## src/rtl/iomem_fabric.sv

```systemverilog
// iomem_fabric: picosoc iomem bus fabric; decodes addr[31:24] to one of
// NUM_SLAVES peripherals, adds bus timeout and unmapped-address errors.
// Ports: clk/reset; m_* master side (valid/wstrb/addr/wdata in,
// ready/rdata out); s_* slave side (one-hot valid, shared wstrb/addr/wdata
// out, per-slave ready/rdata in); err_irq/err_addr/err_count status out.
module iomem_fabric #(
  parameter int                      NUM_SLAVES     = 4,
  parameter logic [8*NUM_SLAVES-1:0] SLAVE_BASES    = 32'h07050403,
  parameter int                      TIMEOUT_CYCLES = 255,
  parameter logic [31:0]             ERR_RDATA      = 32'h0000_0000
) (
  input  logic                     clk,
  input  logic                     reset,
  input  logic                     m_valid,
  input  logic [3:0]               m_wstrb,
  input  logic [31:0]              m_addr,
  input  logic [31:0]              m_wdata,
  output logic                     m_ready,
  output logic [31:0]              m_rdata,
  output logic [NUM_SLAVES-1:0]    s_valid,
  output logic [3:0]               s_wstrb,
  output logic [31:0]              s_addr,
  output logic [31:0]              s_wdata,
  input  logic [NUM_SLAVES-1:0]    s_ready,
  input  logic [32*NUM_SLAVES-1:0] s_rdata,
  output logic                     err_irq,
  output logic [31:0]              err_addr,
  output logic [7:0]               err_count
);

  localparam int SW = (NUM_SLAVES > 1) ? $clog2(NUM_SLAVES) : 1;
  localparam int CW = $clog2(TIMEOUT_CYCLES + 1);

  typedef enum logic [1:0] {IDLE, ACCESS, RESP} state_t;

  state_t                state_q, state_d;
  logic [SW-1:0]         sel_q, sel_d;
  logic [CW-1:0]         cnt_q, cnt_d;
  logic [NUM_SLAVES-1:0] s_valid_q, s_valid_d;
  logic [3:0]            s_wstrb_q, s_wstrb_d;
  logic [31:0]           s_addr_q, s_addr_d;
  logic [31:0]           s_wdata_q, s_wdata_d;
  logic                  m_ready_q, m_ready_d;
  logic [31:0]           m_rdata_q, m_rdata_d;
  logic                  err_irq_q, err_irq_d;
  logic [31:0]           err_addr_q, err_addr_d;
  logic [7:0]            err_count_q, err_count_d;

  logic          hit;
  logic [SW-1:0] hit_idx;
  logic          err_set;
  logic [31:0]   err_src;

  // Scan downwards so the lowest matching index is the one left standing.
  always_comb begin
    hit     = 1'b0;
    hit_idx = '0;
    for (int i = NUM_SLAVES - 1; i >= 0; i--) begin
      if (m_addr[31:24] == SLAVE_BASES[8*i +: 8]) begin
        hit     = 1'b1;
        hit_idx = SW'(i);
      end
    end
  end

  always_comb begin
    state_d     = state_q;
    sel_d       = sel_q;
    cnt_d       = cnt_q;
    s_valid_d   = '0;
    s_wstrb_d   = s_wstrb_q;
    s_addr_d    = s_addr_q;
    s_wdata_d   = s_wdata_q;
    m_ready_d   = 1'b0;
    m_rdata_d   = m_rdata_q;
    err_irq_d   = 1'b0;
    err_addr_d  = err_addr_q;
    err_count_d = err_count_q;
    err_set     = 1'b0;
    err_src     = s_addr_q;
    unique case (state_q)
      IDLE: begin
        if (m_valid) begin
          s_wstrb_d = m_wstrb;
          s_addr_d  = m_addr;
          s_wdata_d = m_wdata;
          if (hit) begin
            sel_d     = hit_idx;
            cnt_d     = '0;
            s_valid_d = NUM_SLAVES'(1) << hit_idx;
            state_d   = ACCESS;
          end else begin
            err_set = 1'b1;
            err_src = m_addr;
            state_d = RESP;
          end
        end
      end
      ACCESS: begin
        // Ready wins over a timeout landing in the same cycle.
        if (s_ready[sel_q]) begin
          m_ready_d = 1'b1;
          m_rdata_d = s_rdata[{sel_q, 5'b0} +: 32];
          state_d   = RESP;
        end else if (cnt_q == CW'(TIMEOUT_CYCLES - 1)) begin
          err_set = 1'b1;
          state_d = RESP;
        end else if (!m_valid) begin
          state_d = IDLE;
        end else begin
          cnt_d     = cnt_q + CW'(1);
          s_valid_d = s_valid_q;
        end
      end
      RESP: state_d = IDLE;
      default: state_d = IDLE;
    endcase
    if (err_set) begin
      m_ready_d  = 1'b1;
      m_rdata_d  = ERR_RDATA;
      err_irq_d  = 1'b1;
      err_addr_d = err_src;
      if (err_count_q != 8'hFF) err_count_d = err_count_q + 8'd1;
    end
  end

  always_ff @(posedge clk) begin
    if (reset) begin
      state_q     <= IDLE;
      sel_q       <= '0;
      cnt_q       <= '0;
      s_valid_q   <= '0;
      s_wstrb_q   <= '0;
      s_addr_q    <= '0;
      s_wdata_q   <= '0;
      m_ready_q   <= 1'b0;
      m_rdata_q   <= '0;
      err_irq_q   <= 1'b0;
      err_addr_q  <= '0;
      err_count_q <= '0;
    end else begin
      state_q     <= state_d;
      sel_q       <= sel_d;
      cnt_q       <= cnt_d;
      s_valid_q   <= s_valid_d;
      s_wstrb_q   <= s_wstrb_d;
      s_addr_q    <= s_addr_d;
      s_wdata_q   <= s_wdata_d;
      m_ready_q   <= m_ready_d;
      m_rdata_q   <= m_rdata_d;
      err_irq_q   <= err_irq_d;
      err_addr_q  <= err_addr_d;
      err_count_q <= err_count_d;
    end
  end

  assign m_ready   = m_ready_q;
  assign m_rdata   = m_rdata_q;
  assign s_valid   = s_valid_q;
  assign s_wstrb   = s_wstrb_q;
  assign s_addr    = s_addr_q;
  assign s_wdata   = s_wdata_q;
  assign err_irq   = err_irq_q;
  assign err_addr  = err_addr_q;
  assign err_count = err_count_q;

endmodule

```

## config.mk

```make
export PLATFORM = sky130hd
export DESIGN_NAME = iomem_fabric
export DESIGN_NICKNAME = d
export VERILOG_FILES = /design/src/rtl/iomem_fabric.sv
export SDC_FILE = /design/constraint.sdc
export NUM_CORES = 1
export LEC_CHECK = 0
export BUFFER_PORTS_ARGS = -buffer_cell sky130_fd_sc_hd__buf_2
export CAP_MARGIN = 40
export CORE_MARGIN = 10
export CORE_UTILIZATION = 49
export CTS_CLUSTER_SIZE = 40
export DETAILED_ROUTE_END_ITERATION = 7
export GPL_ROUTABILITY_DRIVEN = 0
export PLACE_DENSITY = 0.82
export SYNTH_ARGS = -nofsm -noshare
export SYNTH_HDL_FRONTEND = slang
export SYNTH_SLANG_ARGS = --single-unit
```

## constraint.sdc

```tcl
create_clock -name clk -period 5 [get_ports clk]
set_input_delay 0.25 -clock clk [delete_from_list [all_inputs] [get_ports clk]]
set_output_delay 0.25 -clock clk [all_outputs]
set_load 0.02 [all_outputs]
```

# == Yosys cells after proc, flatten, opt, wreduce, memory -nomap -nowiden ==
# Index checks and enable logic that the tools add are counted.
# W data, S select, Z words.
# word_totals
in_bits,203
ff_bits,158
out_inout_bits,146
wordCells,79
# classes
muxes,40
order_cmp,1
eq_ne,13
reduce_logical,9
shift,2
n_addsub,2
# op_table
cell,n
$shiftx A128 B8 Y32,1
$mux W32,3
$mux W8,5
$eq A8 B3 Y1 const B,3
$mux W4,5
$mux W2,9
$add A8 B1 Y8 const B,2
$pmux W8 S2,1
$mux W1,13
$ne A2 B2 Y1 const B,5
$eq A8 B2 Y1 const B,1
$eq A8 B8 Y1 const B,1
$ne A8 B8 Y1 const B,1
$pmux W4 S2,1
$reduce_and A2 Y1,4
$reduce_and A6 Y1,1
$ne A4 B4 Y1 const B,1
$pmux W2 S2,1
$shl A1 B2 Y4 const A,1
$lt A2 B3 Y1 const B,1
$reduce_and A3 Y1,1
$bmux W1 S2,1
$eq A2 B1 Y1 const B,1
$logic_not A2 Y1,1
other kinds (3),3

# == Depth between registers and ports, before layout ==
# Gate-level depths: netlist of the first run.
# logic_depth
depth_word,9
depth_mapped,9
mapped_depth_nobuf,7

# == Least setup slack after synthesis of the first run ==
# No wires, ideal clock.
# synth_path
path_type,flip-flop to flip-flop
startpoint,register sel_q[0]
endpoint,register cnt_q[7]
path_slack_ns,2.430
setup_ns,0.070
period_less_slack_ns,2.570
stages_incl_launch_ff,9
path_buffers,3
arrival_ns,2.500
t_required_ns,4.930
path_cell_list,dfxtp_1 > buf_6 > mux4_2 > and2_1 > clkbuf_2 > or4b_1 > clkbuf_1 > or4_1 > a21oi_1
# synth_via
elab_chain_len,4
# synth_rtl
element,line,source
from (decl),37,"logic [SW-1:0] sel_q, sel_d;"
from (signal assigned),143,sel_q <= sel_d;
$bmux W1 S2,101,if (s_ready[sel_q]) begin
$mux W1 (not written as such),101,
$ne A2 B2 Y1 (no source line),-,
$reduce_and A6 Y1 (no source line),-,
to (signal assigned),144,cnt_q <= cnt_d;
to (decl),38,"logic [CW-1:0] cnt_q, cnt_d;"
# No other way between the ends. The select of a mux whose other input is x is not followed.
# A chain may end at the register's enable or synchronous reset.

# == Worst setup path after layout of the first run ==
# Ends and elaborated chain as after synthesis.

==> results of run 1 <==
[cells in the final DEF (no fill, tap or decap), types with 7 or more instances in the layout]
master	Yosys	layout
dfxtp_1	158	157
buf_4	0	9
o21ai_0	7	7
buf_2	1	347
nand2_1	273	273
nand3_1	8	8
clkbuf_16	0	17
nor2_1	43	43
a21oi_1	115	115
or3_1	7	7
a311oi_1	31	31
inv_1	7	7
mux4_2	33	33
[worst max-delay path: cells and delay by family, from the launching register on]
kind            cells  cell delay, ns
mux                 1            0.56
compound gates      1            0.14
flops               1            0.35
simple gates        3            1.77
[metal layers]
metal | GRT usage | routed length, µm | vias to the layer above | part of all wire
li1 | - | - | 3424 | -
met1 | 0.2630 | 8447 | 3317 | 0.33
met2 | 0.4436 | 12830 | 404 | 0.50
met3 | 0.1162 | 3325 | 61 | 0.13
met4 | 0.1054 | 857 | 2 | 0.034
met5 | 0 | 13 | - | 0.00051
[state kept, by name (all words and copies together) (netlist names)]
signal and cells:
m_ready 1, s_valid 4, err_addr 32, cnt_q 8, state_q 2, s_wdata 32
err_count 8, sel_q 2, s_wstrb 4, s_addr 32, err_irq 1, m_rdata 32
[cell type report]
| cell class | instances | area, µm² |
|---|---|---|
| clock buffer | 20 | 446.7 |
| multi-input combinational | 574 | 3347 |
| sequential | 158 | 3164 |
| fill | 1107 | 4148 |
| antenna | 4 | 10.01 |
| tap | 176 | 220.2 |
| timing repair buffer | 361 | 1926 |
| clock inverter | 12 | 112.6 |
| inverter | 7 | 26.28 |
[per-stage QoR]
step	setup slack, ns	utilization	instance area (µm²)	hold slack, ns	power, µW
3_3_place_gp	1.899	0.6389	8562	0.4385	1770
6_report	2.116	0.6905	9253	0.05539	2984
4_1_cts	2.144	0.6897	9243	0.04380	3006
5_1_grt	2.002	0.6905	9253	0.05141	3098
2_1_floorplan	2.430	-	6790	0.3860	1594
3_5_place_dp	2.159	0.6480	8683	0.4436	1786
[where the power goes]
group	switching, µW	leakage [µW]	internal (µW)
Clock	524	0.000271	701
Sequential	33.4	0.00129	1320
Combinational	244	0.00252	165
Total	802	0.00408	2180
[worst min path at each step]
stage | slack, ns | cells past startpoint | start | to
floorplan | 0.39 | 2 | m_wdata[0] | s_wdata[0]
global placement | 0.44 | 2 | s_wdata[29] | s_wdata[29]
detailed placement | 0.44 | 2 | s_wdata[30] | s_wdata[30]
CTS | 0.04 | 3 | m_wdata[23] | s_wdata[23]
global route | 0.05 | 3 | m_wdata[24] | s_wdata[24]
finish | 0.06 | 3 | m_wdata[23] | s_wdata[23]
[cells by family after synthesis]
kind of cell	share of synthesized area
xor+xnor	0.003870
compound gates	0.1540
buf+inv	0.04238
flops	0.4658
fa+ha+maj	0.005529
mux	0.1126
simple gates	0.2158
==> results.ini, run 1 <==
[setup_path]
cp_cell_sequence=mux4_2 > and2_1 > or4b_1 > or4_1 > a21oi_1
required_ns=5.35
worstPathArrival_ns=3.24
cp_slowest_cell=or4b_1
critical_path_class=reg -> reg
cp-end-kind=register
cp-endpoint=cnt_q[7]
r2r_start=sel_q[0]
r2r-end=cnt_q[7]
start_kind=register
cp_max_fo=16
slowest_delay_ns=0.83
startpoint=sel_q[0]
r2r_cells=5
worst-r2r-setup-slack_ns=2.12

[global_route]
gr-total-overflow=0
grt_max_degree=89
grt_pass1_vias=7324
grt_pass1_wl_um=38260
grt_usage=0.2560
antenna_found_initial=5

[hold_path]
min_path_type=in -> reg

[cts]
numCtsBuffers=17
worst_skew_pair.late_latency_ns=0.43
htreeDepth=4
path_clk_slew_ns=0.07
clockBufferDepth=2
cts_tree=yes
hold_buffers=0
cts_resized=0
cts_sinks=158
cts-root-buf=clkbuf_16
post_cts_buffers=0

[synth]
yosys_warnings=0
synth_async_sr_flop_share=0
yosysTopAreaCell=dfxtp_1
synth_area_leaders=dfxtp_1 (47%), nand2_1 (15%), mux4_2 (11%)
netlist.area_leader.share=0.4658
ys_seq_elements=158
ys_seq_area_frac=0.4658
avgSynthCellArea_um2=8.425
syn_inst=806
synth-edff-count=0
synth_common_cells=nand2_1 (273), dfxtp_1 (158), a21oi_1 (115)
netlist_area_mm2=0.006790
synth_nets=1012
synthMostInstantiatedCell=nand2_1
ys_types=44
synth_flop_cell=dfxtp_1

[floorplan]
ios=349
start_util=0.5067
rows=42
fp.dieW_um=137.7
die_area_mm2=0.01897
core_area_mm2=0.01340
die_h_um=137.7

[routing]
first_pass_iters=4
routed_wl_um=25470
drc_errors=0
ant_nets=0
wl_per_cell_um=19.41
drtIter0Drc=447
vias=7208
via_per_inst=5.494

[power_and_ir_drop]
powerDensity_mw_per_mm2=322.5
vdd_ir_drop_max_mv=0.2642
p_leak_uw=0.004082

[timing]
drv_slew=0
period_share=0.5768
hold_viol=0
grt_setup_unrepaired=no
fin_crit_ns=2.884
fin_worst_skew_ns=0.01397
setup_viol=0
fmax_mhz=346.7
maxSlewHeadroom=0.4993
final.setup.tns_ns=0
worst_slew_pin_slew_ns=0.7510

[run]
maxCapViolations=0

[placed_design]
port_buffers=348
dp.cells=1276
dp_hpwl_um=19120

[layout]
syn2layout_area_growth_pct=36.26
final_nets=1325
stdcell_count=1312
drive_above_1_share=0.3799

[outcome]
status=complete, no violations

(Power assumes the default switching activity.)
==> run 2, diff against run 1 <==
- CORE_UTILIZATION: 49 -> 46
- PLACE_DENSITY: 0.82 -> 0.78
- clock period: 5 -> 2.9 ns (I/O delays scaled with it)
==> run 2 against run 1 <==
Effect of this change:
- cell area rose by 6.7%
- combinational power rose by 89%
- sequential share of layout area fell by 2.1 points
- critical endpoint unchanged
- register-to-register slack got worse by 1.9 ns
- die area rose by 5.6%
- total power rose by 81%
- clock power rose by 85%
- first-iteration DRC count rose by 7.6%
- hold slack got worse by 0.022 ns
- sequential power rose by 73%
- highest routed layer is now met4
- wire length rose by 3.2%
==> results.ini, run 2 (same netlist as run 1, synthesis figures left out) <==
[setup_path]
cp_max_fo=16
cp_num_cells=5
timing.critical_path.buf_inv=0
r2r-end=cnt_q[7]
worstPathArrival_ns=3.01
cp-endpoint=cnt_q[7]
crit_family=simple AND/OR/NAND/NOR gates
critical_path_class=reg -> reg
r2r_cells=5
r2r_start=sel_q[0]
cp_slowest_cell=or4b_1
cp-end-kind=register
startpoint=sel_q[0]
required_ns=3.25
cp_cell_sequence=mux4_2 > and2_1 > or4b_1 > or4_1 > a21oi_1
worst-r2r-setup-slack_ns=0.25
slowest_delay_ns=0.75
start_kind=register

[routing]
wl_met2_um=13010
drt-met1-wl_um=9569
drc_errors=0
drtIter0Drc=481
ant_nets=0
wl_per_cell_um=18.99
first_pass_iters=5
routed_wl_um=26300
wl_met3_um=3019
routed.top_layer=met4
vias=7470
via_per_inst=5.394

[timing]
fin_crit_ns=2.654
drv_slew=0
final.setup.tns_ns=0
maxSlewHeadroom=0.4412
setup_viol=0
worst_slew_pin_slew_ns=0.8382
fin_worst_skew_ns=0.007529
period_share=0.9150
fmax_mhz=376.8
hold_viol=0
grt_setup_unrepaired=no

[run]
maxCapViolations=0

[outcome]
status=complete, no violations

[global_route]
antenna_found_initial=5
grt_pass1_wl_um=39930
grt_usage=0.2490
gr-total-overflow=0
grt_max_degree=80
grt_pass1_vias=7300

[cts]
post_cts_buffers=0
htreeDepth=4
numCtsBuffers=17
cts_sinks=158
clockBufferDepth=2
cts-root-buf=clkbuf_16
path_clk_slew_ns=0.07
cts_resized=0
worst_skew_pair.late_latency_ns=0.43
cts_tree=yes
hold_buffers=63

[hold_path]
min_from=m_wstrb[1]
min_path_type=in -> reg

[floorplan]
die_h_um=141.5
fp.dieW_um=141.5
core_area_mm2=0.01448
ios=349
die_area_mm2=0.02002
rows=44
start_util=0.4690

[placed_design]
port_buffers=348
dp_hpwl_um=18440
dp.cells=1285

[power_and_ir_drop]
vdd_ir_drop_max_mv=0.4931
powerDensity_mw_per_mm2=545.7
p_leak_uw=0.004339

[layout]
syn2layout_area_growth_pct=45.40
final_common_cell=buf_2
final_nets=1389
drive_above_1_share=0.3620
layout_common_cells=buf_2 (347), nand2_1 (273), dfxtp_1 (157)
stdcell_count=1385

## run 2: cell types whose count changed in the layout (fill, tap and decap cells not counted), sizes merged
cell / change
clkinv: -3
clkbuf: -3
dlygate4sd3: +63
clkdlybuf4s15: -1
inv: +4
clkinvlp: +1
buf: +2
bufinv: +1
diode: +1
## run 2: per-stage QoR
| stage | setup slack (ns) | total power [µW] | instance area, µm² | utilization | hold slack (ns) |
|---|---|---|---|---|---|
| 2_1_floorplan | 0.3304 | 2748 | 6790 | - | 0.2810 |
| 3_3_place_gp | 0.3258 | 3060 | 8630 | 0.5960 | 0.3850 |
| 3_5_place_dp | 0.2872 | 3074 | 8630 | 0.5960 | 0.3900 |
| 4_1_cts | 0.2446 | 5406 | 9861 | 0.6810 | 0.003727 |
| 5_1_grt | 0.1564 | 5583 | 9873 | 0.6819 | 0.01882 |
| 6_report | 0.2464 | 5388 | 9873 | 0.6819 | 0.03304 |
## run 2: report_power, final
part	internal [µW]	switching [µW]
clock	1300	987
sequential	2270	62.2
combinational	335	439
total	3900	1490
## run 2: worst min-delay path by stage
stage                   to  slack, ns  cells after the start
2_1_floorplan   s_wdata[0]       0.28                      2
3_3_place_gp    s_wstrb[3]       0.38                      3
3_5_place_dp   s_wdata[19]       0.39                      3
4_1_cts         s_wstrb[1]      0.004                      3
5_1_grt         s_wstrb[1]       0.02                      3
6_report        s_wstrb[1]       0.03                      3
## run 2: area by class of cell
| cell class | instances | area, µm² |
|---|---|---|
| Timing Repair Buffer | 425 | 2492 |
| Antenna cell | 5 | 12.51 |
| Tap cell | 184 | 230.2 |
| Sequential cell | 158 | 3164 |
| Multi-Input combinational cell | 574 | 3347 |
| Fill cell | 1141 | 4606 |
| Clock buffer | 17 | 425.4 |
| Clock inverter | 15 | 175.2 |
| Inverter | 7 | 26.28 |
## run 2: layer usage
layer / GRT usage / vias to the layer above
met4: 0.1097 / 0
met2: 0.4109 / 366
met3: 0.09579 / 40
li1: - / 3552
met5: 0 / -
met1: 0.2802 / 3512
## run 2: tightest hold or removal path: cells and delay by family
family          cells  cell delay (ns)
buf+inv             1             0.10
compound gates      1             0.07
simple gates        1             0.10
==> run 3, diff against run 2 <==
==> constraint.sdc (replaced) <==
create_clock -name clk -period 2.9 [get_ports clk]
set_input_delay 0.29 -clock clk [delete_from_list [all_inputs] [get_ports clk]]
set_output_delay 0.29 -clock clk [all_outputs]
set_load 0.02 [all_outputs]
==> run 3 against run 2 <==
Effect of this change:
- sequential power hardly changed
- global-route usage is 1.5 points lower
- via count is 6.4% lower
- non-clock buffer count fell by 64
- cell count shrank 4.8%
- clock skew up 0.0022 ns
- clock power decreased by 4%
- worst setup slack better by 0.026 ns
- hold slack better by 0.063 ns
- utilization decreased by 4.5 points
- largest cell class unchanged
==> results.ini, run 3 (same netlist as run 1, synthesis figures left out) <==
[layout]
drive_above_1_share=0.3807
stdcell_count=1318
layout_common_cells=buf_2 (347), nand2_1 (273), dfxtp_1 (157)
syn2layout_area_growth_pct=35.75
final_common_cell=buf_2
final_nets=1325
fillers=1279

[floorplan]
core_area_mm2=0.01448
rows=44
ios=349
fp.dieW_um=141.5
die_h_um=141.5
start_util=0.4690
die_area_mm2=0.02002

[placed_design]
dpl_worst_slack_ns=0.2458
dp_hpwl_um=18480
port_buffers=348
dp.cells=1284

[power_and_ir_drop]
vdd_ir_drop_max_mv=0.3569
p_leak_uw=0.004071
powerDensity_mw_per_mm2=565.3

[cts]
cts_resized=0
clockBufferDepth=2
numCtsBuffers=17
path_clk_slew_ns=0.07
cts-root-buf=clkbuf_16
post_cts_buffers=0
cts_tree=yes
worst_skew_pair.late_latency_ns=0.43
htreeDepth=4
hold_buffers=0
cts_sinks=158

[global_route]
grt_max_degree=71
grt_pass1_wl_um=37440
gr-total-overflow=0
grt_usage=0.2339
antenna_found_initial=5
grt_pass1_vias=6810

[setup_path]
required_ns=3.25
worstPathArrival_ns=2.98
cp-end-kind=register
start_kind=register
r2r_cells=5
cp_max_fo=16
critical_path_class=reg -> reg

[timing]
hold_viol=0
worst_slew_pin_slew_ns=0.7510
fin_worst_skew_ns=0.009743
drv_slew=0
maxSlewHeadroom=0.4993
period_share=0.9061
setup_viol=0
fin_crit_ns=2.628
final.setup.tns_ns=0
setup_slack_ns=0.2723
grt_setup_unrepaired=no
fmax_mhz=380.6

[routing]
via_per_inst=5.304
vias=6991
drc_errors=0
drtIter0Drc=377
first_pass_iters=4
ant_nets=0
routed_wl_um=24680
wl_per_cell_um=18.72

[hold_path]
min_path_type=in -> reg
hold_path_depth=3

[run]
maxCapViolations=0

[outcome]
status=complete, no violations

-- run 3: cell types whose count changed in the layout (fill, tap and decap cells not counted), moves of 2 or more --
cell           previous run  this run
buf_4                    14        12
dlygate4sd3_1            63         0
clkbuf_8                  0         3
clkinv_2                  0         2
diode_2                   5         2
inv_8                     2         0
-- run 3: per-stage QoR --
step	total power [µW]	instance area [µm²]	hold slack (ns)	utilization
6_report	5210	9218	0.09564	0.6366
4_1_cts	5250	9213	0.07896	0.6363
2_1_floorplan	2748	6790	0.4260	-
5_1_grt	5413	9215	0.08304	0.6365
3_5_place_dp	3075	8635	0.4347	0.5964
3_3_place_gp	3062	8635	0.4332	0.5964
-- run 3: report_power, final --
group / switching, µW / total (µW) / internal [µW] / leakage [µW]
clock network: 925 / 2180 / 1260 / 0.000280
logic: 418 / 699 / 281 / 0.00250
registers: 58.3 / 2330 / 2270 / 0.00129
total: 1400 / 5210 / 3810 / 0.00407
-- run 3: layout make-up --
type / instances / area (µm²) / share of cell area
Inverter: 7 / 26.28 / 0.002851
Antenna cell: 2 / 5.005 / 0.0005430
Timing Repair Buffer: 361 / 1867 / 0.2025
Multi-Input combinational cell: 574 / 3347 / 0.3631
Clock inverter: 11 / 107.6 / 0.01167
Sequential cell: 158 / 3164 / 0.3433
Clock buffer: 21 / 470.5 / 0.05104
Tap cell: 184 / 230.2 / 0.02498
-- run 3: path summary, 6_finish.rpt --
check,start,endpoint,slack (ns)
worst max-delay path,sel_q[0],cnt_q[7],0.27
worst min-delay path,m_wdata[12],s_wdata[12],0.1
worst max register to register,sel_q[0],cnt_q[7],0.27
worst min register to register,s_wdata[5],s_wdata[5],0.45
-- run 3: worst max-delay path, cell delays in order, from the launching register on --
cell and delay, ns:
dfxtp_2 0.33, mux4_2 0.57, and2_1 0.19, or4b_1 0.74, or4_1 0.57, a21oi_1 0.15
-- run 3: layer usage --
| metal | vias up | global-route usage | wire length [µm] |
|---|---|---|---|
| met3 | 34 | 0.1048 | 2942 |
| met1 | 3222 | 0.2600 | 9224 |
| met5 | - | 0 | 26 |
| met4 | 6 | 0.07316 | 395 |
| met2 | 310 | 0.3927 | 12090 |
| li1 | 3419 | - | - |
